--- config.mk ---
export PLATFORM = sky130hd
export DESIGN_NAME = acq_scheduler
export DESIGN_NICKNAME = d
export VERILOG_FILES = /design/src/rtl/acq_pkg.sv /design/src/rtl/acq_scheduler_period_tick.sv /design/src/rtl/acq_scheduler.sv
export SDC_FILE = /design/constraint.sdc
export NUM_CORES = 1
export LEC_CHECK = 0
export ABC_AREA = 1
export CAP_MARGIN = 20
export CORE_MARGIN = 2
export CORE_UTILIZATION = 40
export DETAILED_ROUTE_END_ITERATION = 16
export GPL_ROUTABILITY_DRIVEN = 0
export GPL_TIMING_DRIVEN = 0
export HOLD_SLACK_MARGIN = 0.08
export PLACE_DENSITY_LB_ADDON = 0.2
export RECOVER_POWER = 50
export SLEW_MARGIN = 0
export SYNTH_ARGS = -nofsm -noshare
export SYNTH_HDL_FRONTEND = slang
export SYNTH_SLANG_ARGS = --single-unit
--- constraint.sdc ---
create_clock -name clk_i -period 8.38 [get_ports clk_i]
set_input_delay 1.676 -clock clk_i [delete_from_list [all_inputs] [get_ports clk_i]]
set_output_delay 1.676 -clock clk_i [all_outputs]
set_load 0.01 [all_outputs]
--- src/rtl/acq_pkg.sv ---
// acq_pkg: shared encodings for the SPI ADC acquisition scheduler.
// Holds the FSM state type and the continuous-run sample-count code.
package acq_pkg;

   typedef enum logic [2:0] {
      ST_IDLE      = 3'd0,
      ST_WAIT_TICK = 3'd1,
      ST_FIRE      = 3'd2,
      ST_WAIT_DONE = 3'd3,
      ST_FINISH    = 3'd4
   } acq_state_e;

   localparam int unsigned NSAMP_CONTINUOUS = 0;

endpackage

--- src/rtl/acq_scheduler_period_tick.sv ---
// period_tick: reload down-counter producing the sample-period tick.
// Ticks (zero_o) every val_i+1 enabled cycles after a load.
module period_tick
   import acq_pkg::*;
#(
   parameter int unsigned Width = 29
) (
   input  logic             clk_i,
   input  logic             rst_i,
   input  logic             load_i,
   input  logic             en_i,
   input  logic [Width-1:0] val_i,
   output logic             zero_o
);

   logic [Width-1:0] cnt_q;
   logic [Width-1:0] cnt_d;

   // Load wins; otherwise count down and wrap to the reload value at zero.
   always_comb begin
      cnt_d = cnt_q;
      if (load_i) begin
         cnt_d = val_i;
      end else if (en_i) begin
         if (cnt_q == '0) begin
            cnt_d = val_i;
         end else begin
            cnt_d = cnt_q - Width'(1);
         end
      end
   end

   // Counter register.
   always_ff @(posedge clk_i or posedge rst_i) begin
      if (rst_i) begin
         cnt_q <= '0;
      end else begin
         cnt_q <= cnt_d;
      end
   end

   assign zero_o = (cnt_q == '0);

endmodule

--- src/rtl/acq_scheduler.sv ---
// acq_scheduler: periodic SPI ADC acquisition sequencer.
// Fires one SPI transfer per period tick, counts samples, flags overrun/timeout.
module acq_scheduler
   import acq_pkg::*;
#(
   parameter int unsigned Width  = 29,
   parameter int unsigned NSampW = 16,
   parameter int unsigned ToutW  = 16
) (
   input  logic              clk_i,
   input  logic              rst_i,
   input  logic              start_i,
   input  logic              stop_i,
   input  logic [Width-1:0]  period_i,
   input  logic [NSampW-1:0] nsamp_i,
   input  logic [ToutW-1:0]  tout_i,
   output logic              spi_start_o,
   input  logic              spi_done_i,
   output logic              busy_o,
   output logic              done_o,
   output logic              ovr_o,
   output logic              tout_o,
   output logic [NSampW-1:0] cnt_o
);

   acq_state_e        state_q;
   logic [Width-1:0]  per_q;
   logic [NSampW-1:0] nsamp_q;
   logic [NSampW-1:0] cnt_q;
   logic [ToutW-1:0]  tcfg_q;
   logic [ToutW-1:0]  tcnt_q;
   logic              stop_q;
   logic              spi_start_q;
   logic              busy_q;
   logic              done_q;
   logic              ovr_q;
   logic              tout_q;

   logic              accept;
   logic              pt_en;
   logic              pt_zero;
   logic [Width-1:0]  pt_val;
   logic [NSampW-1:0] cnt_inc;
   logic [NSampW-1:0] cnt_sat;
   logic              last;
   logic              stop_any;

   assign accept   = (state_q == ST_IDLE) && start_i;
   assign pt_en    = (state_q == ST_WAIT_TICK) ||
                     (state_q == ST_FIRE) ||
                     (state_q == ST_WAIT_DONE);
   assign pt_val   = accept ? period_i : per_q;
   assign cnt_inc  = cnt_q + NSampW'(1);
   assign cnt_sat  = (&cnt_q) ? cnt_q : cnt_inc;
   assign last     = (nsamp_q != NSampW'(NSAMP_CONTINUOUS)) &&
                     (cnt_inc == nsamp_q);
   assign stop_any = stop_i || stop_q;

   // The period counter free-runs through the whole run so the tick
   // cadence never depends on SPI latency.
   period_tick #(
      .Width (Width)
   ) u_period (
      .clk_i  (clk_i),
      .rst_i  (rst_i),
      .load_i (accept),
      .en_i   (pt_en),
      .val_i  (pt_val),
      .zero_o (pt_zero)
   );

   // Sequencer FSM with registered strobe, status and sample counter.
   always_ff @(posedge clk_i or posedge rst_i) begin
      if (rst_i) begin
         state_q     <= ST_IDLE;
         per_q       <= '0;
         nsamp_q     <= '0;
         cnt_q       <= '0;
         tcfg_q      <= '0;
         tcnt_q      <= '0;
         stop_q      <= 1'b0;
         spi_start_q <= 1'b0;
         busy_q      <= 1'b0;
         done_q      <= 1'b0;
         ovr_q       <= 1'b0;
         tout_q      <= 1'b0;
      end else begin
         spi_start_q <= 1'b0;
         done_q      <= 1'b0;
         unique case (state_q)
            ST_IDLE: begin
               if (start_i) begin
                  per_q   <= period_i;
                  nsamp_q <= nsamp_i;
                  tcfg_q  <= tout_i;
                  cnt_q   <= '0;
                  ovr_q   <= 1'b0;
                  tout_q  <= 1'b0;
                  stop_q  <= 1'b0;
                  busy_q  <= 1'b1;
                  state_q <= ST_WAIT_TICK;
               end
            end
            ST_WAIT_TICK: begin
               if (stop_any) begin
                  stop_q  <= 1'b1;
                  done_q  <= 1'b1;
                  state_q <= ST_FINISH;
               end else if (pt_zero) begin
                  spi_start_q <= 1'b1;
                  state_q     <= ST_FIRE;
               end
            end
            ST_FIRE: begin
               if (stop_i) begin
                  stop_q <= 1'b1;
               end
               tcnt_q  <= tcfg_q;
               state_q <= ST_WAIT_DONE;
            end
            ST_WAIT_DONE: begin
               if (stop_i) begin
                  stop_q <= 1'b1;
               end
               if (spi_done_i) begin
                  cnt_q <= cnt_sat;
                  if (last || stop_any) begin
                     done_q  <= 1'b1;
                     state_q <= ST_FINISH;
                  end else if (pt_zero) begin
                     spi_start_q <= 1'b1;
                     state_q     <= ST_FIRE;
                  end else begin
                     state_q <= ST_WAIT_TICK;
                  end
               end else begin
                  if (pt_zero) begin
                     ovr_q <= 1'b1;
                  end
                  if (tcfg_q != '0) begin
                     tcnt_q <= tcnt_q - ToutW'(1);
                     if (tcnt_q == ToutW'(1)) begin
                        tout_q  <= 1'b1;
                        done_q  <= 1'b1;
                        state_q <= ST_FINISH;
                     end
                  end
               end
            end
            ST_FINISH: begin
               busy_q  <= 1'b0;
               state_q <= ST_IDLE;
            end
            default: begin
               state_q <= ST_IDLE;
            end
         endcase
      end
   end

   assign spi_start_o = spi_start_q;
   assign busy_o      = busy_q;
   assign done_o      = done_q;
   assign ovr_o       = ovr_q;
   assign tout_o      = tout_q;
   assign cnt_o       = cnt_q;

endmodule

* Word-level counts from Yosys, hierarchy flattened
Index checks and enable logic that the tools add are counted.
** Word-level totals
- Word-level logic and storage cells :: 103
- Register bits after elaboration :: 131
- Input port bits :: 66
- Output and inout bits :: 21
** Cells by class
- Reductions and logical operators :: 25
- Multiplexer cells :: 44
- Add/subtract/negate cells :: 3
- Equal/unequal tests :: 18
** Operators with widths (number)
- 2-to-1 mux 29 bit :: 4
- 2-to-1 mux 16 bit :: 5
- one-hot mux 16 bit (2 select lines) :: 2
- nonzero test 16 bit :: 2
- zero test 29 bit :: 1
- subtractor 29 x 1 -> 29 bit, second input constant :: 1
- 2-to-1 mux 3 bit :: 7
- 2-to-1 mux 1 bit :: 18
- adder 16 x 1 -> 16 bit, second input constant :: 1
- == test 16 x 1 -> 1 bit, second input constant :: 1
- == test 16 bit :: 1
- AND reduction 16 bit :: 1
- AND reduction 4 bit :: 4
- subtractor 16 x 1 -> 16 bit, second input constant :: 1
- inequality test 2 bit, second input constant :: 6
- one-hot mux 3 bit (4 select lines) :: 1
- one-hot mux 1 bit (2 select lines) :: 5
- nonzero test 2 bit :: 4
- == test 3 x 2 -> 1 bit, second input constant :: 2
- inequality test 2 x 1 -> 1 bit, second input constant :: 3
- inequality test 3 x 2 -> 1 bit, second input constant :: 2
- AND reduction 5 bit :: 1
- logical OR 1 bit :: 4
- AND reduction 2 bit :: 2
- 10 further kinds :: 11

* Depth between registers and ports, before layout
Gate-level depths: netlist of run 1.
- Word-level depth :: 7
- Depth in mapped cells :: 16
- Mapped depth without buffers :: 16

* Hierarchy
A second synthesis of run 1 with hierarchy kept.
** Second synthesis, totals
- Cell total of the unflattened synthesis :: 1073
- Area, all modules :: 7547.2 µm²
** Modules (own cells, without submodules)
- acq_scheduler :: instances 1, sequential area each 2552.4 µm², area each 5216.3 µm², cells each 696
- period_tick :: instances 1, sequential area each 725.7 µm², area each 2331.0 µm², cells each 377

* Worst setup path before layout of run 1
No wires, ideal clock.
- Path type :: input-to-reg
- Start point :: input port start_i
- End point :: register u_period.cnt_q[3]
- Slack :: 5.715 ns
- Buffers on the path :: 1
- Stages :: 7
- Data arrival time :: 2.534 ns
- Library setup time :: 0.132 ns
- Data required time :: 8.248 ns
- Cell sequence :: nand2_2 > clkinv_1 > buf_2 > nand2_1 > nand2_1 > o211ai_1 > o21ai_0
** On the way
- Cells in the longest elaborated chain, start to end :: 5
- Elaborated cells on any way between the ends :: 6
- Those cells by class :: mux (4); reduce/logical (2)
** Ends and longest elaborated chain
- start: declaration :: RTL line acq_scheduler.sv:12 : input logic start_i,
- logical AND 1 bit (*) :: RTL line acq_scheduler.sv:48 : assign accept = (state_q == ST_IDLE) && start_i;
- 2-to-1 mux 29 bit :: RTL line acq_scheduler.sv:52 : assign pt_val = accept ? period_i : per_q;
- 2-to-1 mux 29 bit :: RTL line acq_scheduler_period_tick.sv:25 : if (cnt_q == '0) begin
- 2-to-1 mux 29 bit :: RTL line acq_scheduler_period_tick.sv:24 : end else if (en_i) begin
- 2-to-1 mux 29 bit :: RTL line acq_scheduler_period_tick.sv:22 : if (load_i) begin
- end signal: assignment :: RTL line acq_scheduler_period_tick.sv:38 : cnt_q <= cnt_d;
- end: declaration :: RTL line acq_scheduler_period_tick.sv:16 : logic [Width-1:0] cnt_q;
Mark *: on every way between the ends. The rest lies on a longest branch, timed or not. The select of a mux whose other input is x is not followed.
A chain may end at the register's enable or synchronous reset.

==> results of run 1 <==
[kinds of logic (layout without fill, tap and decap cells)]
kind of cell    Yosys count  count (layout)  share of synthesized area [%]
flops                   131             131                           45.8
buf+inv                 136             255                           7.99
simple gates            490             490                           29.4
xor+xnor                 25              25                           3.06
fa+ha+maj                 4               4                          0.699
compound gates          167             167                           13.1
[layout by cell type, fill, tap and decap left out, types with 6 or more instances in the layout]
| cell | count |
|---|---|
| nand2_1 | 295 |
| inv_1 | 100 |
| nor3_1 | 9 |
| o22ai_1 | 23 |
| clkdlybuf4s50_1 | 83 |
| xor2_1 | 23 |
| nand3_1 | 55 |
| buf_2 | 9 |
| a21oi_1 | 18 |
| o21ai_1 | 13 |
| dfrtp_1 | 131 |
| o211ai_1 | 16 |
| nand4_1 | 19 |
| nor2_1 | 89 |
| nor2_2 | 7 |
| o21ai_0 | 86 |
| clkbuf_16 | 17 |
| clkbuf_8 | 6 |
| clkbuf_1 | 23 |
[worst reg2reg max path: stages, from the launching register on]
cell and delay, ns:
dfrtp_1 0.43, nor2_1 0.12, inv_1 0.05, nor2_1 0.19, nand2_1 0.31, clkinv_1 0.25, buf_2 0.30, clkbuf_1 0.48
nand2_1 0.16, o21ai_0 0.11
[how the worst max path moves through the flow]
stage	startpoint	end	slack (ns)	cells past startpoint
after floorplan	rst_i	busy_o	3.21	1
after global placement	rst_i	tcnt_q[3]	1.14	2
after detailed placement	start_i	nsamp_q[15]	4.62	7
after CTS	start_i	nsamp_q[15]	5.06	7
after global routing	rst_i	tcnt_q[2]	4.19	2
final	rst_i	tcfg_q[5]	4.62	2
[layer usage]
layer / wire, microns / part of all wire (%)
met4: 325 / 1.7
met2: 9120 / 47
met5: 0 / 0
met1: 9170 / 47
met3: 911 / 4.7
[cell type report]
| type | instances | area [sq um] |
|---|---|---|
| fillers | 1744 | 8540 |
| multi-input cells | 686 | 3310 |
| flip-flops and latches | 131 | 3280 |
| repair buffers | 87 | 888 |
| clock buffers | 28 | 527 |
| inverters | 103 | 393 |
| well taps | 225 | 282 |
| plain buffers | 33 | 180 |
| clock inverters | 4 | 20.0 |
[sequential cells by signal, indices dropped and copies added, names as in the netlist]
| signal | cells |
|---|---|
| tcfg_q | 16 |
| nsamp_q | 16 |
| ovr_o | 1 |
| state_q | 3 |
| u_period.cnt_q | 29 |
| cnt_o | 16 |
| stop_q | 1 |
| per_q | 29 |
| done_o | 1 |
| busy_o | 1 |
| tcnt_q | 16 |
| tout_o | 1 |
| spi_start_o | 1 |
[per-stage QoR]
stage          hold WS, ns  power, uW  setup slack [ns]
3_5_place_dp         0.462       2260              4.62
4_1_cts              0.477       2960              5.06
5_1_grt              0.501       3190              4.19
3_3_place_gp         0.461       2240              1.14
2_1_floorplan        0.440       1900              3.21
6_report             0.472       2950              4.62
[where the power goes]
part	total, uW	internal [uW]	switching, uW
clock	695	423	272
combinational	1180	418	758
sequential	1080	901	177
total	2950	1740	1210
==> impl_metrics.json, run 1 <==
{
  "fmax_mhz": 266,
  "clk_latency_ns": 0.43,
  "yosys_warnings": 0,
  "synth_cell_types": 38,
  "power.leakage_uw": 0.00408,
  "fin_cells": 1297,
  "synth_seq_cells": 131,
  "die_height_microns": 138,
  "ant_nets": 0,
  "grt_pass1_vias": 6262,
  "worstPathArrival_ns": 3.85,
  "placed_cell_area_sq_mm": 0.00833,
  "grt_max_degree": 74,
  "cp_top_family": "buffers and inverters",
  "postCtsSetupRepairBufs": 0,
  "clk_pin_slew_ns": 0.06,
  "antenna_cells": 0,
  "synth_top_area_share_pct": 45.8,
  "synth_area_sq_mm": 0.00716,
  "report.final.slew_viol_count": 59,
  "finalCriticalPeriod_ns": 3.76,
  "synthCells": 953,
  "clock_skew_ns": 0.00511,
  "worstSetupStartpointType": "primary input",
  "grt_first_pass_wirelength_microns": 31700,
  "violations": "capacitance limit, slew limit",
  "cp_max_fo": 59,
  "drive_gt1_share_pct": 6.16,
  "worst_pin_slew_ns": 2.80,
  "cts_tree": "yes",
  "use_met3_pct": 3.79,
  "io_pins": 87,
  "cp_slowest_cell": "clkinvlp_2",
  "crit_buf_inv": 2,
  "netlist_top_cells_area": "dfrtp_1, nand2_1, o21ai_0",
  "coreArea_sq_mm": 0.0174,
  "hold_viol": 0,
  "dieArea_sq_mm": 0.0190,
  "post-synth-top-count-cell": "nand2_1",
  "grt-ovfl-total": 0,
  "synth-main-ff-cell": "dfrtp_1",
  "ys_async_sr_fraction_pct": 100,
  "area_growth_pct": 24.0,
  "hold_depth": 2,
  "synth_fp_nets": 1023,
  "synth_area_leader_cell": "dfrtp_1",
  "grtUsageMet2_pct": 35.7,
  "synth_edf_count": 0,
  "hold_path_class": "reg2reg",
  "met1_usage_pct": 29.5,
  "r2r_setup_slack_ns": 5.90,
  "ctsLongestPathBuffers": 2,
  "start_util_pct": 41.1,
  "clock_sinks": 131,
  "synth_common_cells": "nand2_1, dfrtp_1, inv_1",
  "num_vias": 6624,
  "cts_hold_buffers": 0,
  "drtIter0Drc": 406,
  "grt_util_all_layers_pct": 21.9,
  "worst_setup_path_end_kind": "asynchronous set/reset pin",
  "r2r_end": "nsamp_q[15]",
  "ctsResizeCount": 0,
  "top_usage_layer": "met2",
  "cts_root_buffer": "clkbuf_16",
  "grt_setup_unrepaired": "no",
  "setup_tns_ns": 0,
  "dieWidth_microns": 138,
  "setup_viol": 0,
  "rows": 48,
  "r2r-start": "state_q[0]",
  "status": "finished, violations left",
  "nets": 1129,
  "viasPerCell": 5.11,
  "fin_crit_sh_pct": 44.9,
  "crit_path_max_incr_delay_ns": 1.59,
  "final_area_sq_mm": 0.00887,
  "grt_antenna_before_repair": 0,
  "ir_worst_vdd_v": 0.000197,
  "crit_type": "in2async",
  "dp.cells": 1265,
  "finalWirelength_microns": 19500,
  "hpwl_microns": 14000,
  "required_ns": 8.47,
  "max_cap_violations": 1,
  "placement.io_buffers": 86,
  "final_core_utilization_pct": 51.0,
  "holdCritStartpoint": "per_q[2]",
  "maxSlewHeadroom_pct": -88.0,
  "wire_per_inst_microns": 15.1,
  "cts_buffers": 17,
  "ys_seq_area_share_pct": 45.8,
  "cts_max_level": 4,
  "dr.pass1.iters": 9,
  "detail_route.drc_violations": 0,
  "p_per_area_mw_per_mm2": 332,
  "worstPathCellList": "dlygate4sd3_1, clkinvlp_2",
  "r2r_cells": 9,
  "worstHoldEndpoint": "per_q[2]",
  "avgSynthCellArea_sq_um": 7.51
}
Power figures use the tool's default switching activity.
==> inputs of run 2 (changes only) <==
- clock period: 8.38 -> 3.5 ns (I/O delays scaled with it)
==> run 2 against run 1 <==
  * Critical endpoint is now nsamp_q[15]
  * Flip-flop and latch count stayed put
  * Non-clock buffer count is 2 higher
  * The run now ends clean
  * Worst setup slack worse by 3.8 ns
  * Via count is 0.56% higher
  * Highest routed layer unchanged
==> impl_metrics.json, run 2 (synthesis gave the netlist of run 1 again) <==
{
  "p_per_area_mw_per_mm2": 809,
  "sequentialPowerShare_pct": 35.7,
  "report.final.slew_viol_count": 0,
  "finalWirelength_microns": 19400,
  "cp_max_fo": 10,
  "hpwl_microns": 14200,
  "most-common-layout-cells": "nand2_1, dfrtp_1, inv_1",
  "ant_nets": 0,
  "final_common_cell": "nand2_1",
  "grt-ovfl-total": 0,
  "cts_buffers": 17,
  "area_growth_pct": 25.0,
  "power_switching_uw": 2910,
  "pre_cts_slack_ns": 0.718,
  "clkPwrFrac_pct": 25.3,
  "setup_tns_ns": 0,
  "power_frac_comb_pct": 39.1,
  "setup_viol": 0,
  "power.leakage_uw": 0.00410,
  "worst_pin_slew_ns": 1.00,
  "worstSetupStartpointType": "primary input",
  "num_vias": 6661,
  "clk_pin_slew_ns": 0.06,
  "dieArea_sq_mm": 0.0190,
  "switching_share_pct": 40.2,
  "top_regs": "per_q (29), u_period.cnt_q (29)",
  "grt_pass1_vias": 6265,
  "r2r_cells": 9,
  "grt_setup_unrepaired": "no",
  "clock_skew_ns": 0.00705,
  "finalCriticalPeriod_ns": 2.73,
  "final_area_sq_mm": 0.00895,
  "grt_first_pass_wirelength_microns": 31700,
  "grt_max_degree": 42,
  "hold_path_class": "reg2reg",
  "required_ns": 3.84,
  "placement.io_buffers": 86,
  "clock_sinks": 131,
  "dr.pass1.iters": 5,
  "cts_hold_buffers": 0,
  "total_power_uw": 7230,
  "fillCellCount": 1737,
  "setup_slack_ns": 0.774,
  "crit_type": "in2reg",
  "fmax_mhz": 367,
  "grt_antenna_before_repair": 0,
  "io_pins": 87,
  "coreArea_sq_mm": 0.0174,
  "cts_root_buffer": "clkbuf_16",
  "rows": 48,
  "hold_depth": 2,
  "grt_util_all_layers_pct": 21.8,
  "detail_route.drc_violations": 0,
  "max_cap_violations": 0,
  "nets": 1131,
  "placed_cell_area_sq_mm": 0.00837,
  "die_height_microns": 138,
  "hold_viol": 0,
  "status": "finished, final reports clean",
  "maxSlewHeadroom_pct": 33.4,
  "ctsLongestPathBuffers": 2,
  "multi_input_area_sq_mm": 0.00331,
  "cts_tree": "yes",
  "viasPerCell": 5.13,
  "postCtsSetupRepairBufs": 0,
  "wire_per_inst_microns": 15.0,
  "worstPathArrival_ns": 3.07,
  "clk_latency_ns": 0.43,
  "start_util_pct": 41.1,
  "ctsResizeCount": 0,
  "ir_worst_vdd_v": 0.000447,
  "regArea_sq_mm": 0.00328,
  "drive_gt1_share_pct": 6.33,
  "worst_setup_path_end_kind": "flop",
  "fin_crit_sh_pct": 77.9,
  "holdWs_ns": 0.473,
  "intPower_uw": 4320,
  "antenna_cells": 0,
  "dieWidth_microns": 138,
  "drtIter0Drc": 465,
  "cts_max_level": 4
}
[run 2: stage by stage]
step           cells  utilization, %
3_5_place_dp    1267            48.0
2_1_floorplan    953               -
4_1_cts         1299            51.5
5_1_grt         1299            51.4
6_report        1299            51.4
3_3_place_gp    1264            47.7
[run 2: final timing paths]
kind                            start                 end  slack [ns]
min reg2reg                  per_q[2]            per_q[2]        0.47
min in group asynchronous       rst_i         nsamp_q[11]        0.87
max in group asynchronous       rst_i  u_period.cnt_q[22]        1.07
max                           start_i         nsamp_q[15]        0.77
max reg2reg                state_q[1]         nsamp_q[15]        0.80
min                          per_q[2]            per_q[2]        0.47
[run 2: routing by layer]
layer  up-vias  part of all wire [%]  global-route usage (%)
met5         -                     0                       0
met3        16                   5.0                    4.82
met4         0                  0.96                    5.39
li1       3339                     -                       -
met1      3136                    45                    28.4
met2       170                    49                    36.8
[run 2: layout make-up]
cell class / count / share of cell area, %
sequential: 131 / 36.6
multi-input combinational: 686 / 37.0
clock buffer: 22 / 5.30
tap: 225 / 3.15
timing repair buffer: 89 / 10.1
inverter: 103 / 4.39
buffer: 33 / 1.97
clock inverter: 10 / 1.45
[run 2: worst max-delay path: stages]
cell and delay (ns):
dlygate4sd3_1 0.59, nand2_1 0.29, clkinv_1 0.25, clkbuf_1 0.46
clkbuf_1 0.49, nand2_1 0.17, o21ai_0 0.11
[run 2: power groups by stage]
stage	logic (uW)	clock network [uW]	registers [uW]
finish	2830	1830	2580
global route	3230	1920	2660
CTS	2850	1860	2570
detailed placement	2830	0	2590
global placement	2760	0	2590
floorplan	2070	0	2490
